`config.mk`:
```
export PLATFORM = sky130hd
export DESIGN_NAME = sweep_sequencer_flat
export DESIGN_NICKNAME = d
export VERILOG_FILES = /design/src/rtl/sweep_pkg.sv /design/src/rtl/sweep_if.sv /design/src/rtl/sweep_dwell_timer.sv /design/src/rtl/sweep_sequencer.sv /design/src/flat_wrapper.sv
export SDC_FILE = /design/constraint.sdc
export NUM_CORES = 1
export LEC_CHECK = 0
export CORE_UTILIZATION = 60
export CTS_BUF_LIST = sky130_fd_sc_hd__clkbuf_8
export DETAILED_ROUTE_END_ITERATION = 6
export PLACE_DENSITY = 0.85
export SETUP_SLACK_MARGIN = 0.02
export SLEW_MARGIN = 20
export SYNTH_ARGS = -nofsm -noshare
export SYNTH_HDL_FRONTEND = slang
export SYNTH_SLANG_ARGS = --single-unit
```
`constraint.sdc`:
```
create_clock -name CLK_50 -period 2.6 [get_ports CLK_50]
set_input_delay 0.39 -clock CLK_50 [delete_from_list [all_inputs] [get_ports CLK_50]]
set_output_delay 0.39 -clock CLK_50 [all_outputs]
set_load 0.01 [all_outputs]
```
`src/rtl/sweep_pkg.sv`:
```
// sweep_pkg: shared state type and counter widths for the PLL frequency sweep sequencer
//   DEF_* are the production defaults; the widths are sized for them so any
//   smaller override of the top-level parameters fits the same counters.
package sweep_pkg;
  typedef enum logic [2:0] {IDLE, REQ, WAIT_RDY, DWELL, DONE, ERROR} state_t;
  localparam int DEF_DWELL_CYCLES = 50_000_000;
  localparam int DEF_WD_CYCLES = 1_000_000;
  localparam int STEP_W = 9;
  localparam int DWELL_W = $clog2(DEF_DWELL_CYCLES + 1);
  localparam int WD_W = $clog2(DEF_WD_CYCLES + 1);
endpackage

```
`src/rtl/sweep_if.sv`:
```
// sweep_if: step handshake between the sweep initiator and the PLL reconfig block
//   next_frequency : initiator -> PLL, step request held until acknowledged
//   freq_ready     : PLL -> initiator, high while the output clock is stable
interface sweep_if;
  logic next_frequency;
  logic freq_ready;
  modport master (output next_frequency, input freq_ready);
  modport slave (input next_frequency, output freq_ready);
endinterface

```
`src/rtl/sweep_dwell_timer.sv`:
```
// sweep_dwell_timer: loadable down-counter that parks at zero
//   clk, rst_n : clock, asynchronous active-low reset
//   load       : load load_val (wins over en)
//   en         : decrement by one while nonzero
//   zero       : counter is zero
module sweep_dwell_timer #(
  parameter int W = 8
) (
  input  logic         clk,
  input  logic         rst_n,
  input  logic         load,
  input  logic         en,
  input  logic [W-1:0] load_val,
  output logic         zero
);
  logic [W-1:0] cnt;
  always_ff @(posedge clk or negedge rst_n)
    if (!rst_n) cnt <= '0;
    else if (load) cnt <= load_val;
    else if (en && cnt != '0) cnt <= cnt - 1'b1;
  assign zero = cnt == '0;
endmodule

```
`src/rtl/sweep_sequencer.sv`:
```
// sweep_sequencer: automatic PLL frequency sweep (request step, wait ready, dwell, repeat)
//   CLK_50, reset_n : 50 MHz clock, asynchronous active-low reset
//   start, abort    : level inputs; start rise begins a sweep, abort returns to IDLE
//   pll             : sweep_if.master (next_frequency out, freq_ready in)
//   busy, dwell_tick, step_count, done, error : registered status outputs
//   Build option SWEEP_WATCHDOG_EN: per-phase handshake watchdog with an ERROR exit.
module sweep_sequencer
  import sweep_pkg::*;
#(
  parameter int DWELL_CYCLES = DEF_DWELL_CYCLES,
  parameter int NUM_STEPS = 512
`ifdef SWEEP_WATCHDOG_EN
  ,
  parameter int WD_CYCLES = DEF_WD_CYCLES
`endif
) (
  input  logic              CLK_50,
  input  logic              reset_n,
  input  logic              start,
  input  logic              abort,
  sweep_if.master           pll,
  output logic              busy,
  output logic              dwell_tick,
  output logic [STEP_W-1:0] step_count,
  output logic              done,
  output logic              error
);
  state_t state;
  logic start_q, start_rise, nf, dwell_zero, wd_exp;
  logic [STEP_W:0] step_nxt;
  assign start_rise = start & ~start_q;
  assign step_nxt = {1'b0, step_count} + 1'b1;
  assign pll.next_frequency = nf;
  // Held loaded outside DWELL, so every entry (including after a lock loss) starts a full dwell.
  sweep_dwell_timer #(.W(DWELL_W)) u_dwell (
    .clk(CLK_50), .rst_n(reset_n), .load(state != DWELL), .en(state == DWELL),
    .load_val(DWELL_W'(DWELL_CYCLES - 1)), .zero(dwell_zero)
  );
`ifdef SWEEP_WATCHDOG_EN
  logic wd_zero;
  // Reloaded outside the handshake and on the REQ->WAIT_RDY edge, so each phase gets WD_CYCLES.
  sweep_dwell_timer #(.W(WD_W)) u_wd (
    .clk(CLK_50), .rst_n(reset_n),
    .load(!(state == REQ || state == WAIT_RDY) || (state == REQ && !pll.freq_ready)),
    .en(1'b1), .load_val(WD_W'(WD_CYCLES - 1)), .zero(wd_zero)
  );
  assign wd_exp = wd_zero;
`else
  assign wd_exp = 1'b0;
`endif
  always_ff @(posedge CLK_50 or negedge reset_n)
    if (!reset_n) begin
      state <= IDLE;
      start_q <= 1'b0;
      nf <= 1'b0;
      busy <= 1'b0;
      dwell_tick <= 1'b0;
      step_count <= '0;
      done <= 1'b0;
      error <= 1'b0;
    end else begin
      start_q <= start;
      dwell_tick <= 1'b0;
      if (abort) begin
        state <= IDLE;
        nf <= 1'b0;
        busy <= 1'b0;
        done <= 1'b0;
        error <= 1'b0;
      end else case (state)
        REQ, WAIT_RDY:
          if (wd_exp) begin
            state <= ERROR;
            nf <= 1'b0;
            busy <= 1'b0;
            error <= 1'b1;
          end else if (state == REQ) begin
            // PLL dropping ready is the acknowledge; request falls on that same edge.
            nf <= pll.freq_ready;
            if (!pll.freq_ready) state <= WAIT_RDY;
          end else if (pll.freq_ready) state <= DWELL;
        DWELL:
          if (!pll.freq_ready) state <= WAIT_RDY;
          else if (dwell_zero) begin
            dwell_tick <= 1'b1;
            step_count <= step_nxt[STEP_W-1:0];
            if (step_nxt == (STEP_W + 1)'(NUM_STEPS)) begin
              state <= DONE;
              busy <= 1'b0;
              done <= 1'b1;
            end else state <= REQ;
          end
        default:
          if (start_rise) begin
            state <= REQ;
            step_count <= '0;
            busy <= 1'b1;
            done <= 1'b0;
            error <= 1'b0;
          end
      endcase
    end
endmodule

```
`src/flat_wrapper.sv`:
```
// flat-port wrapper written by rule: the top's interface ports become plain ports
module sweep_sequencer_flat import sweep_pkg::*;
#(
  parameter int DWELL_CYCLES = DEF_DWELL_CYCLES,
  parameter int NUM_STEPS = 512

)
  (CLK_50, reset_n, start, abort, busy, dwell_tick, step_count, done, error, pll_next_frequency, pll_freq_ready);
  sweep_if pll_i ();
  input  logic CLK_50;
  input  logic reset_n;
  input  logic start;
  input  logic abort;
  output logic busy;
  output logic dwell_tick;
  output logic [STEP_W-1:0] step_count;
  output logic done;
  output logic error;
  output wire logic [$bits(pll_i.next_frequency)-1:0] pll_next_frequency;
  input wire logic [$bits(pll_i.freq_ready)-1:0] pll_freq_ready;
  assign pll_next_frequency = pll_i.next_frequency;
  assign pll_i.freq_ready = pll_freq_ready;
  sweep_sequencer #(.DWELL_CYCLES(DWELL_CYCLES), .NUM_STEPS(NUM_STEPS)) u_core (.CLK_50(CLK_50), .reset_n(reset_n), .start(start), .abort(abort), .pll(pll_i), .busy(busy), .dwell_tick(dwell_tick), .step_count(step_count), .done(done), .error(error));
endmodule
```
==> summary.md, run 1 <==
| Metric | Value |
|---|---|
| Pwr Density | 528 mW/mm^2 |
| Placer's final routability congestion estimate | 0.841 |
| Final Setup Violations | 0 |
| Hpwl dp | 3420 microns |
| Crit path max fanout | 8 |
| Post-synth cell types | 53 |
| MaxCap Viol Count | 0 |
| Worst vdd ir | 431 uV |
| M2 GR Usage | 0.436 |
| Clock Latency Late Sink | 0.29 ns |
| Crit end category | flop |
| Relative slew slack | 0.367 |
| Ys flop type | dfrtp_1 |
| GR met3 Demand/Resource | 0.0347 |
| Count leader, synth | dfrtp_1 |
| Grt ovf | 0 |
| Post-layout util | 0.719 |
| Minimum clock period | 2.43 ns |
| Req. time, crit path | 2.84 ns |
| First-pass GRT wire length | 8300 microns |
| Synth cell count leaders | dfrtp_1 (43), nand2_1 (19), a21oi_1 (17) |
| Max clock buf depth | 2 |
| Unrepaired setup endpoints after global routing | false |
| Die height | 65.2 microns |
| Reg clk slew, reported paths | 0.08 ns |
| Seq cells post-synth | 43 |
| Die area | 0.00425 sq mm |
| Slowest cell on crit path | or4_1 |
| Filler Cell Count | 292 |
| Pleak | 0.00103 uW |
| # resized after CTS | 0 |
| Core footprint | 0.00374 sq mm |
| Top cell type's share of synthesized area | 0.449 |
| I/O pins | 19 |
| Drt total wl | 4980 microns |
| Synthesis-to-finish area growth | 12.4% |
| Max H-tree Level | 2 |
| First-pass DRT Iterations | 4 |
| Initial antenna violation count | 0 |
| Fin. Hold Viols | 0 |
| Grt peak-use layer | met2 |
| Max incr delay on CP | 0.63 ns |
| Final-report max-slew violation count | 0 |
| TNS Setup | 0 ns |
| Share of cells above drive strength 1 | 0.116 |
| Post-route ant nets | 0 |
| CP Buf/Inv Count | 0 |
| CP arrival | 2.66 ns |
| Port Buffers | 17 |
| Mean Syn Cell Area | 9.47 sq um |
| Largest net degree at the start of global routing | 44 |
| Met1 usage | 0.321 |
| Hold-fix buffers, CTS | 0 |
| Diode count | 0 |
| Worst setup path class | reg -> reg |
| Total CTS buffers | 5 |
| DRC | 0 |
| Initial Util | 0.640 |
| Most frequent cell on the critical path | or4_1 |
| Largest area contributor in the netlist | dfrtp_1 |
| Via density | 6.31 |
| Syn_nets | 262 |
| CTS tree | done |
| Top area cells in the synthesized netlist | dfrtp_1 (45%), a21oi_1 (3.6%), xor2_1 (3.3%), nand2_1 (3.0%), nand3_1 (2.7%) |
| Yosys warning count | 0 |
| Placement Rows | 22 |
| Via count | 1995 |
| Post-synth EDFFs | 0 |
| Setup crit start kind | flop |
| Die X | 65.2 microns |
| Clock Sinks | 43 |
| Largest delay contributor family on the critical path | simple AND/OR/NAND/NOR gates |
| Vias in the first global route | 1847 |
| Final Cycle Share | 0.933 |
| Nets | 276 |
| Mapped cell area | 0.00240 sq mm |
| Multi-input gate area | 0.00123 sq mm |
| WHS | 0.238 ns |
| Worst Skew | 0.00584 ns |
| Tot GR Track Use | 0.254 |
| Post-CTS setup buffer count | 0 |
| Seq/Total Area, Yosys | 0.449 |
| Asr flop ratio synth | 1.00 |
| Wirelength per Cell | 15.7 microns |
| Synthesized netlist cell count | 253 |
| Worst-Margin Slew | 0.950 ns |
| Crit-path cells | or4_1 > or2_2 > or4_1 > a21oi_1 > a21o_1 |
| Max Fclk | 412 MHz |
| Reg area | 0.00108 sq mm |
| Status | finished, final reports clean |
| Worst Hold Class | in -> async |
| Initial drt markers | 103 |
| CTS root buffer | clkbuf_8 |
[where the power goes]
part / internal [uW] / switching (uW)
sequential: 695 / 38.5
combinational: 84.6 / 143
clock: 239 / 222
[through the flow]
stage	instance area [sq um]	power, uW	instances	worst slack, ns
after global routing	2690	1480	316	0.0292
after detailed placement	2590	975	308	0.193
after CTS	2690	1430	316	0.164
after global placement	2590	972	308	0.250
after floorplan	2400	896	253	0.334
final	2690	1420	316	0.173
[state kept, by name, indices dropped and copies added (netlist names)]
signal,flops
u_core.start_q,1
u_core.step_count,9
u_core.pll.next_frequency,1
u_core.busy,1
u_core.u_dwell.cnt,26
u_core.done,1
u_core.state,3
u_core.dwell_tick,1
[layer usage]
metal / vias to the layer above / routed length (microns)
li1: 953 / -
met1: 994 / 2240
met2: 41 / 2510
met3: 7 / 152
met4: 0 / 73
met5: - / 0
[final timing paths]
kind	start	endpoint	slack, ns	cells after the start
min	reset_n	u_core.u_dwell.cnt[22]$_DFFE_PN0P_	0.24	1
min in group CLK_50	u_core.u_dwell.cnt[13]$_DFFE_PN0P_	u_core.u_dwell.cnt[13]$_DFFE_PN0P_	0.52	2
max in group asynchronous	reset_n	u_core.u_dwell.cnt[15]$_DFFE_PN0P_	1.77	1
min reg2reg	u_core.u_dwell.cnt[13]$_DFFE_PN0P_	u_core.u_dwell.cnt[13]$_DFFE_PN0P_	0.52	2
max	u_core.u_dwell.cnt[10]$_DFFE_PN0P_	u_core.step_count[7]$_DFFE_PN0P_	0.17	5
max reg2reg	u_core.u_dwell.cnt[10]$_DFFE_PN0P_	u_core.step_count[7]$_DFFE_PN0P_	0.17	5
[layout by cell type, fill, tap and decap left out, types with 6 or more instances in the layout]
cell             count
o31ai_1              8
clkdlybuf4s50_1     16
nand2_1             19
a21oi_1             17
or2_2                6
xor2_1               9
o21ai_0             13
nand3_1             13
dfrtp_1             43
or4_1                8
clkbuf_8             7
nor2_1              12
inv_1                6
or3_1               10
[final cells by class]
| cell class | count | share of cell area |
|---|---|---|
| Clock buffer | 7 | 0.0358 |
| Clock inverter | 1 | 0.00139 |
| Inverter | 6 | 0.00836 |
| Multi-Input combinational cell | 189 | 0.457 |
| Sequential cell | 43 | 0.400 |
| Tap cell | 48 | 0.0223 |
| Timing Repair Buffer | 22 | 0.0753 |
[cells by family (layout without fill, tap and decap cells)]
family | after synthesis | after routing | share of synthesized area
AOI/OAI and AO/OA | 64 | 64 | 0.176
muxes | 2 | 2 | 0.00940
DFF | 43 | 43 | 0.449
adders and majority gates | 4 | 4 | 0.0209
and+or+nand+nor | 105 | 105 | 0.256
other | 1 | 1 | 0.00157
buffers and inverters | 21 | 36 | 0.0392
xor gates and xnor gates | 13 | 13 | 0.0475
(Power assumes the default switching activity.)
==> inputs of run 2 (changes only) <==
- SKIP_LAST_GASP: default -> 1
==> results of run 2 <==
Same layout as run 1: the final DEF is identical, and so are final timing and power.
==> RTL change 1, RTL diff (flow settings as in run 1) <==
Set the package constant `DEF_DWELL_CYCLES` to 25_000_000 (it was 50_000_000).
--- a/src/rtl/sweep_pkg.sv
+++ b/src/rtl/sweep_pkg.sv
@@ -5,3 +5,3 @@
   typedef enum logic [2:0] {IDLE, REQ, WAIT_RDY, DWELL, DONE, ERROR} state_t;
-  localparam int DEF_DWELL_CYCLES = 50_000_000;
+  localparam int DEF_DWELL_CYCLES = 25_000_000;
   localparam int DEF_WD_CYCLES = 1_000_000;
Check against the original RTL: no difference found for any inputs over 10 cycles, from zero or initial values and one cycle with reset_n low; that may be too few to reach the edited logic, so the function may still have changed.
==> RTL change 1 against run 1 <==
Area after synthesis grew 0.26%. Routed wire length is 0.50% lower. Via count is 2.6% lower. Design area grew 0.79%. Worst setup slack gained 0.051 ns. Power fell by 3.6%. Sequential power shrank 2.9%. Synthesized cell count decreased by 2.8%. Sequential cell count fell by 1. Largest power group unchanged. Highest routed layer unchanged.
==> RTL change 1: results <==
timing:
  whs_ns: 0.219
  fin_crit_ns: 2.38
  slew-limit-headroom_pct: 39.9
  skew_ns: 0.00272
power:
  p_leak_uw: 0.00105
  peakVddDrop_uv: 355
  internal-power_uw: 946
grt:
  grt_max_degree: 43
  grt_use_total_pct: 26.1
  grt_pass1_wl_um: 8370
  grt_pass1_vias: 1776
placed_design:
  gp_congestion: 0.821
  dp_slack_ns: 0.269
status:
  outcome: "complete, no violations"
layout:
  drive_gt1_share_pct: 13.0
  n_fill_cell: 296
  diodes: 0
  nets: 278
setup_path:
  cp_max_fo: 6
  critPathArrivalTime_ns: 2.59
logic_synthesis:
  synth_top_area_share_pct: 43.8
  yosys-top-cells-count: "42 x dfrtp_1, 21 x nand2_1, 20 x nor2_1"
  synth_fp_nets: 255
  ys_seq_area_share_pct: 43.8
  synth_area_leaders: "dfrtp_1 44%, nand2_1 3.3%, nor2_1 3.1%"
  synthDistinctLibCells: 58
route:
  first_iter_violations: 154
  drt-wirelength-per-cell_um: 15.6
## RTL change 1: layout make-up
class                           instances  area [sq um]  share of cell area, %
Clock buffer                            5          68.8                   2.54
Clock inverter                          2          7.51                  0.277
Inverter                                6          22.5                  0.830
Multi-Input combinational cell        188          1270                   46.8
Sequential cell                        42          1050                   38.7
Tap cell                               48          60.1                   2.21
Timing Repair Buffer                   26           233                   8.58
## RTL change 1: final timing paths
path / start / endpoint / cells past startpoint
max in group asynchronous: reset_n / u_core.busy / 1
max reg2reg: u_core.u_dwell.cnt[15] / u_core.u_dwell.cnt[23] / 5
min reg2reg: u_core.pll.next_frequency / u_core.pll.next_frequency / 2
min in group CLK_50: u_core.pll.next_frequency / u_core.pll.next_frequency / 2
max: u_core.u_dwell.cnt[15] / u_core.u_dwell.cnt[23] / 5
min: reset_n / u_core.u_dwell.cnt[10] / 1
## RTL change 1: power groups by stage
stage          Combinational [uW]  Sequential (uW)  Clock, uW
2_1_floorplan                 188              710          0
3_3_place_gp                  258              724          0
3_5_place_dp                  264              724          0
4_1_cts                       267              712        397
5_1_grt                       298              718        425
6_report                      267              713        391
## RTL change 1: logic make-up after synthesis
| logic type | Yosys count | synth area share (%) |
|---|---|---|
| AND/OR/NAND/NOR | 106 | 26.6 |
| AO/OA/AOI/OAI | 58 | 16.7 |
| flip-flops | 42 | 43.8 |
| buffers and inverters | 16 | 3.33 |
| XOR/XNOR | 14 | 5.10 |
| multiplexers | 5 | 2.29 |
| adder cells (fa/ha/maj) | 4 | 2.08 |
| other | 1 | 0.156 |
## RTL change 1: metal layers
metal	GRT usage, %	up-vias	part of all wire (%)
met2	38.5	21	46
met3	6.77	7	2.6
met4	8.15	0	1.2
met5	0	-	0
li1	-	957	-
met1	37.2	958	50
==> RTL change 2, RTL diff (config.mk and constraints of run 1) <==
Made on the original files. Register the output `step_count` once more, cleared by the reset; this adds one clock of latency there. The other outputs are not delayed to match. Comments in the files are not updated.
--- a/src/rtl/sweep_sequencer.sv
+++ b/src/rtl/sweep_sequencer.sv
@@ -27,2 +27,4 @@
 );
+
+  logic [STEP_W-1:0] step_count_s0;
   state_t state;
@@ -31,3 +33,3 @@
   assign start_rise = start & ~start_q;
-  assign step_nxt = {1'b0, step_count} + 1'b1;
+  assign step_nxt = {1'b0, step_count_s0} + 1'b1;
   assign pll.next_frequency = nf;
@@ -57,3 +59,3 @@
       dwell_tick <= 1'b0;
-      step_count <= '0;
+      step_count_s0 <= '0;
       done <= 1'b0;
@@ -85,3 +87,3 @@
             dwell_tick <= 1'b1;
-            step_count <= step_nxt[STEP_W-1:0];
+            step_count_s0 <= step_nxt[STEP_W-1:0];
             if (step_nxt == (STEP_W + 1)'(NUM_STEPS)) begin
@@ -95,3 +97,3 @@
             state <= REQ;
-            step_count <= '0;
+            step_count_s0 <= '0;
             busy <= 1'b1;
@@ -102,2 +104,10 @@
     end
+  always_ff @(posedge CLK_50 or negedge reset_n) begin
+      if (!reset_n) begin
+          step_count <= '0;
+      end else begin
+          step_count <= step_count_s0;
+      end
+  end
+
 endmodule
Check against the original RTL: no difference found for any inputs over 10 cycles, from zero or initial values and one cycle with reset_n low; that may be too few to reach the edited logic, so the function may still have changed.
==> RTL change 2 against run 1 <==
Sequential cell count rose by 9. Sequential power rose by 18%. Non-clock buffer count rose by 15. Worst setup slack got worse by 0.11 ns. Highest routed layer unchanged. Synthesized cell count fell by 3.2%. Routed wire length rose by 3.4%. Combinational power rose by 5%. Area after synthesis rose by 7.7%. Largest power group unchanged. Power rose by 12%. Critical path depth rose by 1. Design area rose by 12%.
==> RTL change 2: results <==
status:
  outcome: "complete, no violations"
logic_synthesis:
  synth-compound-area-share_pct: 15.9
  synthXorXnorAreaFrac_pct: 4.75
  ys_seq_area_share_pct: 50.4
  synth_area_leaders: "dfrtp_1 50%, or4_1 3.5%, nand3_1 3.3%"
  synth_fp_nets: 254
  yosys-top-cells-count: "52 x dfrtp_1, 17 x nand3_1, 14 x nand2_1"
  synth_fa_ha_area_share_pct: 1.94
  avgSynthCellArea_sq_um: 10.5
  synthDistinctLibCells: 49
  yosysWarnings: 0
  muxShareOfSynthArea_pct: 2.08
layout:
  n_fill_cell: 267
  drive_gt1_share_pct: 16.5
  diodes: 0
  nets: 286
  reg_top3: "u_core.u_dwell.cnt: 26 flops, u_core.step_count: 9 flops, u_core.step_count_s0: 9 flops"
die:
  die_x_um: 67.6
setup_path:
  r2r_end: "u_core.state[0]"
  critPathArrivalTime_ns: 2.74
  r2r_cells: 6
  startpoint: "u_core.u_dwell.cnt[13]"
  crit_path_max_incr_delay_ns: 0.63
  rr_startpoint: "u_core.u_dwell.cnt[13]"
  slowest_stage: "or4b_4"
  rrSetupSlack_ns: 0.06
  cp_max_fo: 7
route:
  first_iter_violations: 113
  wl_um: 5150
  num_vias: 2023
  avgViaCountPerCell: 6.17
  drt-pass1-iter-count: 4
grt:
  grt_max_degree: 28
  grt_pass1_wl_um: 8670
  grt_pass1_vias: 1986
  grt_use_total_pct: 25.9
timing:
  slew-limit-headroom_pct: 59.6
  skew_ns: 0.00435
power:
  peakVddDrop_uv: 449
  p_leak_uw: 0.00118
placed_design:
  dp.cells: 316
  gp_congestion: 0.862
  dpl.hpwl_um: 3550
min_path:
  hold_class: "input port to async pin"
clocking:
  path_clk_slew_ns: 0.09
  cts-root-buf: "clkbuf_8"
  clkLatencyLatePin_ns: 0.31
  clk_path_buf_depth: 2
  cts_buffers: 5
-- RTL change 2: cell type report --
cell class	count	area share (%)
inverters	5	0.620
clock buffers	6	2.73
repair buffers	37	11.1
clock inverters	2	0.455
multi-input cells	176	40.1
flip-flops and latches	52	43.0
well taps	50	2.07
-- RTL change 2: where the power goes --
group	internal, uW	switching (uW)
Sequential	835	32.3
Clock	218	262
Combinational	93.1	146
Total	1150	440
-- RTL change 2: worst max-delay path by stage --
stage,to,slack [ns],depth (start not counted)
after floorplan,u_core.step_count_s0[0],0.07,7
after global placement,u_core.step_count_s0[0],0.01,5
after detailed placement,u_core.step_count_s0[0],-0.03,5
after CTS,u_core.step_count_s0[0],0.1,5
after global routing,u_core.u_dwell.cnt[25],0.007,7
final,u_core.state[0],0.06,6
-- RTL change 2: kinds of logic after synthesis --
kind of cell / after synthesis
buf+inv: 17
compound gates: 54
simple gates: 98
other cells: 1
flops: 52
xor+xnor: 14
fa+ha+maj: 4
mux: 5
-- RTL change 2: routing by layer --
metal,wire length [um],vias to the layer above,GRT usage (%)
li1,-,969,-
met1,2280,1004,30.6
met2,2620,41,45.3
met3,169,9,6.42
met4,79,0,8.78
met5,0,-,0
-- RTL change 2: through the flow --
stage / instance area [sq um] / hold WS, ns / setup WS (ns) / power (uW)
after floorplan: 2580 / 0.0944 / 0.0689 / 1040
after global placement: 2880 / 0.425 / 0.0112 / 1110
after detailed placement: 2880 / 0.422 / -0.0332 / 1120
after CTS: 2980 / 0.0883 / 0.0992 / 1600
after global routing: 3030 / 0.108 / 0.00735 / 1660
final: 3030 / 0.0794 / 0.0636 / 1590
-- RTL change 2: repair_timing --
action	4_1_cts	5_1_grt
endpoints found under the setup margin	17	12
resized for setup	1	5
pin swaps	1	3
setup buffers	0	4
